**src/rtl/mux_rr_pipe.sv**
```systemverilog
// N-channel registered mux, manual or round-robin select; 1-cycle latency.
// Output slot accepts a new word only when empty or draining; otherwise all rReady low.
module mux_rr_pipe #(
  parameter int SIZE     = 8,
  parameter int CHANNELS = 4,
  parameter int SEL_W    = 2
) (
  input  logic                       Clock,
  input  logic                       Reset,
  input  logic                       wMode,
  input  logic [SEL_W-1:0]           wSelect,
  input  logic [CHANNELS-1:0]        wValid,
  input  logic [CHANNELS*SIZE-1:0]   wData,
  output logic [CHANNELS-1:0]        rReady,
  output logic [SIZE-1:0]            rOut,
  output logic                       rOutValid,
  input  logic                       wOutReady,
  output logic [SEL_W-1:0]           rGrant
);

  logic [SIZE-1:0]  out_q, out_d;
  logic             vld_q, vld_d;
  logic [SEL_W-1:0] grant_q, grant_d;
  logic [SEL_W-1:0] ptr_q, ptr_d;

  logic [SEL_W-1:0] cand_rr, cand;
  logic             found_rr, found_man, cand_vld;
  logic             free, xfer;

  function automatic logic [SEL_W-1:0] wrap_idx(input logic [SEL_W-1:0] base, input int k);
    int s;
    s = int'(base) + k;
    if (s >= CHANNELS) s = s - CHANNELS;
    return s[SEL_W-1:0];
  endfunction

  // First requester at or after the pointer, wrapping modulo CHANNELS.
  always_comb begin
    cand_rr  = '0;
    found_rr = 1'b0;
    for (int k = 0; k < CHANNELS; k++) begin
      if (!found_rr && wValid[wrap_idx(ptr_q, k)]) begin
        found_rr = 1'b1;
        cand_rr  = wrap_idx(ptr_q, k);
      end
    end
  end

  always_comb begin
    found_man = 1'b0;
    if (int'(wSelect) < CHANNELS) found_man = wValid[wSelect];
  end

  assign cand     = wMode ? cand_rr  : wSelect;
  assign cand_vld = wMode ? found_rr : found_man;
  assign free     = !vld_q || wOutReady;
  assign xfer     = cand_vld && free && !Reset;
  assign rReady   = xfer ? (CHANNELS'(1) << cand) : '0;

  always_comb begin
    out_d   = out_q;
    vld_d   = vld_q;
    grant_d = grant_q;
    ptr_d   = ptr_q;
    if (xfer) begin
      out_d   = wData[int'(cand)*SIZE +: SIZE];
      grant_d = cand;
      vld_d   = 1'b1;
      // Manual transfers leave the pointer where round-robin left it.
      if (wMode) ptr_d = (int'(cand) == CHANNELS - 1) ? '0 : cand + 1'b1;
    end else if (vld_q && wOutReady) begin
      vld_d = 1'b0;
    end
  end

  always_ff @(posedge Clock or posedge Reset) begin
    if (Reset) begin
      out_q   <= '0;
      vld_q   <= 1'b0;
      grant_q <= '0;
      ptr_q   <= '0;
    end else begin
      out_q   <= out_d;
      vld_q   <= vld_d;
      grant_q <= grant_d;
      ptr_q   <= ptr_d;
    end
  end

  assign rOut      = out_q;
  assign rOutValid = vld_q;
  assign rGrant    = grant_q;

endmodule

```
**config.mk**
```make
export PLATFORM = sky130hd
export DESIGN_NAME = mux_rr_pipe
export DESIGN_NICKNAME = d
export VERILOG_FILES = /design/src/rtl/mux_rr_pipe.sv
export SDC_FILE = /design/constraint.sdc
export NUM_CORES = 1
export LEC_CHECK = 0
export ABC_CLOCK_PERIOD_IN_PS = 1600
export BUFFER_PORTS_ARGS = -buffer_cell sky130_fd_sc_hd__buf_2
export CAP_MARGIN = 10
export CORE_ASPECT_RATIO = 1.1
export CORE_MARGIN = 2
export CORE_UTILIZATION = 37
export CTS_CLUSTER_SIZE = 10
export DETAILED_ROUTE_END_ITERATION = 12
export GPL_ROUTABILITY_DRIVEN = 0
export PLACE_DENSITY = 0.72
export SYNTH_ARGS = -nofsm -noshare
export SYNTH_HDL_FRONTEND = slang
export SYNTH_SLANG_ARGS = --single-unit
```
**constraint.sdc**
```tcl
create_clock -name Clock -period 1.6 [get_ports Clock]
set_input_delay 0.08 -clock Clock [delete_from_list [all_inputs] [get_ports Clock]]
set_output_delay 0.08 -clock Clock [all_outputs]
set_load 0.005 [all_outputs]
```
==> run metrics <==
simple-gate share of the synthesized area=10.1%; Leak=0.818 nW; row cnt=19; Slew headroom=79.1%; mux share of post-synthesis cell area=34.0%; Min Hold Slack=0.0752 ns; grt peak-use layer=met2; Final nets=209; PortBufs=56; DP Area=1390 um^2; Die Height=58.2 um; Clock Path Buffers=2; start point of the critical path=ptr_q[0]; die area=3110 um^2; PnR worst setup slack=-0.406 ns; Slowest-stage cell, CP=dfrtp_2; Mapped Area=990 um^2; failing checks=negative setup slack; DR vias=1000; worst r2r dst=rOut[0]; Area Growth Syn to Fin=56.3%; largest family of logic cells by synthesized area=multiplexers; antenna viol nets, final=0; VDD IR max=0.666 mV; TritonRoute pass-1 iters=4; Worst Hold Depth=3; flop-to-flop setup slack=-0.38 ns; CP Class=flip-flop to output port; adder-cell share of the synthesized area=1.26%; worst min path class=primary input to flip-flop; WP data required=1.52 ns; Sink Count=13; Via density=5.10; Synth Register Bits=13; MaxCap Viol Count=0; CORE AREA=2520 um^2; Fmax=499 MHz; CP arrival=1.93 ns; Syn Nets=133; Max FO, Critical Path=6; final WL=2710 um; DRC errors left=0; Cell Chain, Critical Path=o21ba_2, o32ai_4, a22o_4, buf_4, ha_4, and2_1, buf_2; Detailed Place HPWL=1980 um; Die Width=53.3 um; reg2reg path depth=8; initial core utilization=39.3%; commonest non-fill, non-tap cell in the layout=buf_2; RR Startpoint=ptr_q[0]; Root Buffer Master=clkbuf_4; global router's overall resource usage=18.6%; GRT met2 Usage=34.9%; Worst-path clk slew=0.08 ns; GR Util met3=1.80%; H-tree Lvls=1; Antenna Cells=0; fin area=1550 um^2; initial antenna violation count=0; Cells after Synth=90; Ys Warns=0; unrepaired setup endpoints after global routing=yes; post-place setup slack=-0.367 ns; met1 usage=20.1%; Worst-Margin Slew=0.314 ns; wire per inst=13.8 um; Hold Violations, Final=0; Fin Clk Skew=0.00322 ns; CP Launch Type=flip-flop; fin util=61.4%; HP Start=wOutReady; Worst setup EP type=output port; Compound-Gate Fraction of Synth Area=15.3%; Synth Area in XOR/XNOR=0%; vias in the first global route=1018; pin count of the biggest net entering global routing=14; fin crit period=2.01 ns; Netlist cell types=32; most frequent cells in the layout=56 x buf_2, 20 x mux2i_1, 13 x buf_4; first-pass GRT wire length=4240 um; DRT iter0 DRCs=11; syn avg cell area=11.0 um^2; CTS Buf Count=3; setup violators final=14; Pwr Density=1070 nW/um^2; outcome=finished with violations; CTS tree=yes; I/O pins=57; gr ovfl total=0; max incr delay on CP=0.46 ns; sequential area share after synthesis=32.9%; Hold Path End=rOutValid; fraction of layout cells with a size suffix above 1=61.2%; fin crit share=125%; clk_lat worst skew=0.28 ns; fin. max-slew vios=0
## cell families after synthesis
| logic type | count (synthesis) |
|---|---|
| fa+ha+maj | 1 |
| simple gates | 22 |
| flops | 13 |
| buf+inv | 9 |
| compound gates | 14 |
| mux | 31 |
## registers in the layout (all words and copies together), names as in the netlist
| register | count |
|---|---|
| rGrant | 2 |
| rOut | 8 |
| ptr_q | 2 |
| rOutValid | 1 |
## where the power goes
group | switching (mW) | leakage, nW | internal (mW)
clock network | 0.108 | 0.0150 | 0.0967
logic | 0.393 | 0.654 | 0.521
registers | 0.0865 | 0.149 | 0.455
total | 0.588 | 0.818 | 1.07
## how the worst max path moves through the flow
| stage | slack, ns | depth (start not counted) | end |
|---|---|---|---|
| 3_3_place_gp | -0.20 | 7 | rOut[2] |
| 4_1_cts | -0.35 | 6 | rReady[2] |
| 6_report | -0.41 | 7 | rReady[3] |
| 2_1_floorplan | -0.18 | 7 | rOut[3] |
| 5_1_grt | -0.46 | 8 | rOut[0] |
| 3_5_place_dp | -0.37 | 7 | rOut[4] |
## per-stage QoR
step           TNS, ns  power, mW  instances
3_3_place_gp     -1.72       1.26        184
2_1_floorplan    -1.45       1.00         90
3_5_place_dp     -3.03       1.30        184
5_1_grt          -5.37       1.79        196
6_report         -4.10       1.66        196
4_1_cts          -4.15       1.65        195
## worst max-delay path, delay by kind of cell, from the launching register on
family                   cells  cell delay (ns)
adder cells (fa/ha/maj)      1             0.15
AO/OA/AOI/OAI                3             0.64
flip-flops                   1             0.46
buffers and inverters        2             0.27
AND/OR/NAND/NOR              1             0.13
## timing repair
action                                  in CTS  in global routing
buffers inserted                             5                  1
hold endpoints to repair                    13                  1
gates cloned                                 1                  0
gates resized for setup                     10                  7
hold buffers                                 1                  1
pin swaps                                    8                  2
endpoints found under the setup margin      15                 15
## cell type report
class                   instances  area [um^2]
multi-input cells              68          674
well taps                      31         38.8
fillers                       209          973
repair buffers                 74          449
flip-flops and latches         13          328
inverters                       6         30.0
clock buffers                   4         26.3
## cell usage after synthesis
cell type | n | area [um^2]
mux2i_1 | 22 | 220
dfrtp_1 | 13 | 325
mux2_2 | 8 | 90.1
nor2_1 | 8 | 30.0
nand2_1 | 6 | 22.5
inv_1 | 5 | 18.8
buf_6 | 2 | 22.5
nand3_1 | 2 | 10.0
a21o_1 | 1 | 7.51
a21oi_2 | 1 | 8.76
a221oi_1 | 1 | 8.76
a22o_2 | 1 | 10.0
a311oi_2 | 1 | 15.0
a311oi_4 | 1 | 26.3
and2_1 | 1 | 6.26
and3_2 | 1 | 7.51
buf_2 | 1 | 5.00
bufinv_8 | 1 | 17.5
ha_1 | 1 | 12.5
mux4_1 | 1 | 26.3
nand2b_1 | 1 | 6.26
nor2b_1 | 1 | 6.26
nor3_1 | 1 | 5.00
o211a_1 | 1 | 10.0
o21a_1 | 1 | 7.51
o21ba_1 | 1 | 10.0
o21bai_1 | 1 | 7.51
o2bb2ai_2 | 1 | 15.0
o31ai_1 | 1 | 7.51
o32ai_1 | 1 | 8.76
o41ai_1 | 1 | 8.76
or2_2 | 1 | 6.26
## metal layers
layer	share of wire, %	vias up
met5	0	-
met4	2.5	0
met3	7.5	7
met2	52	46
met1	37	463
li1	-	484
No activity file was read; power rests on OpenSTA's default activity.
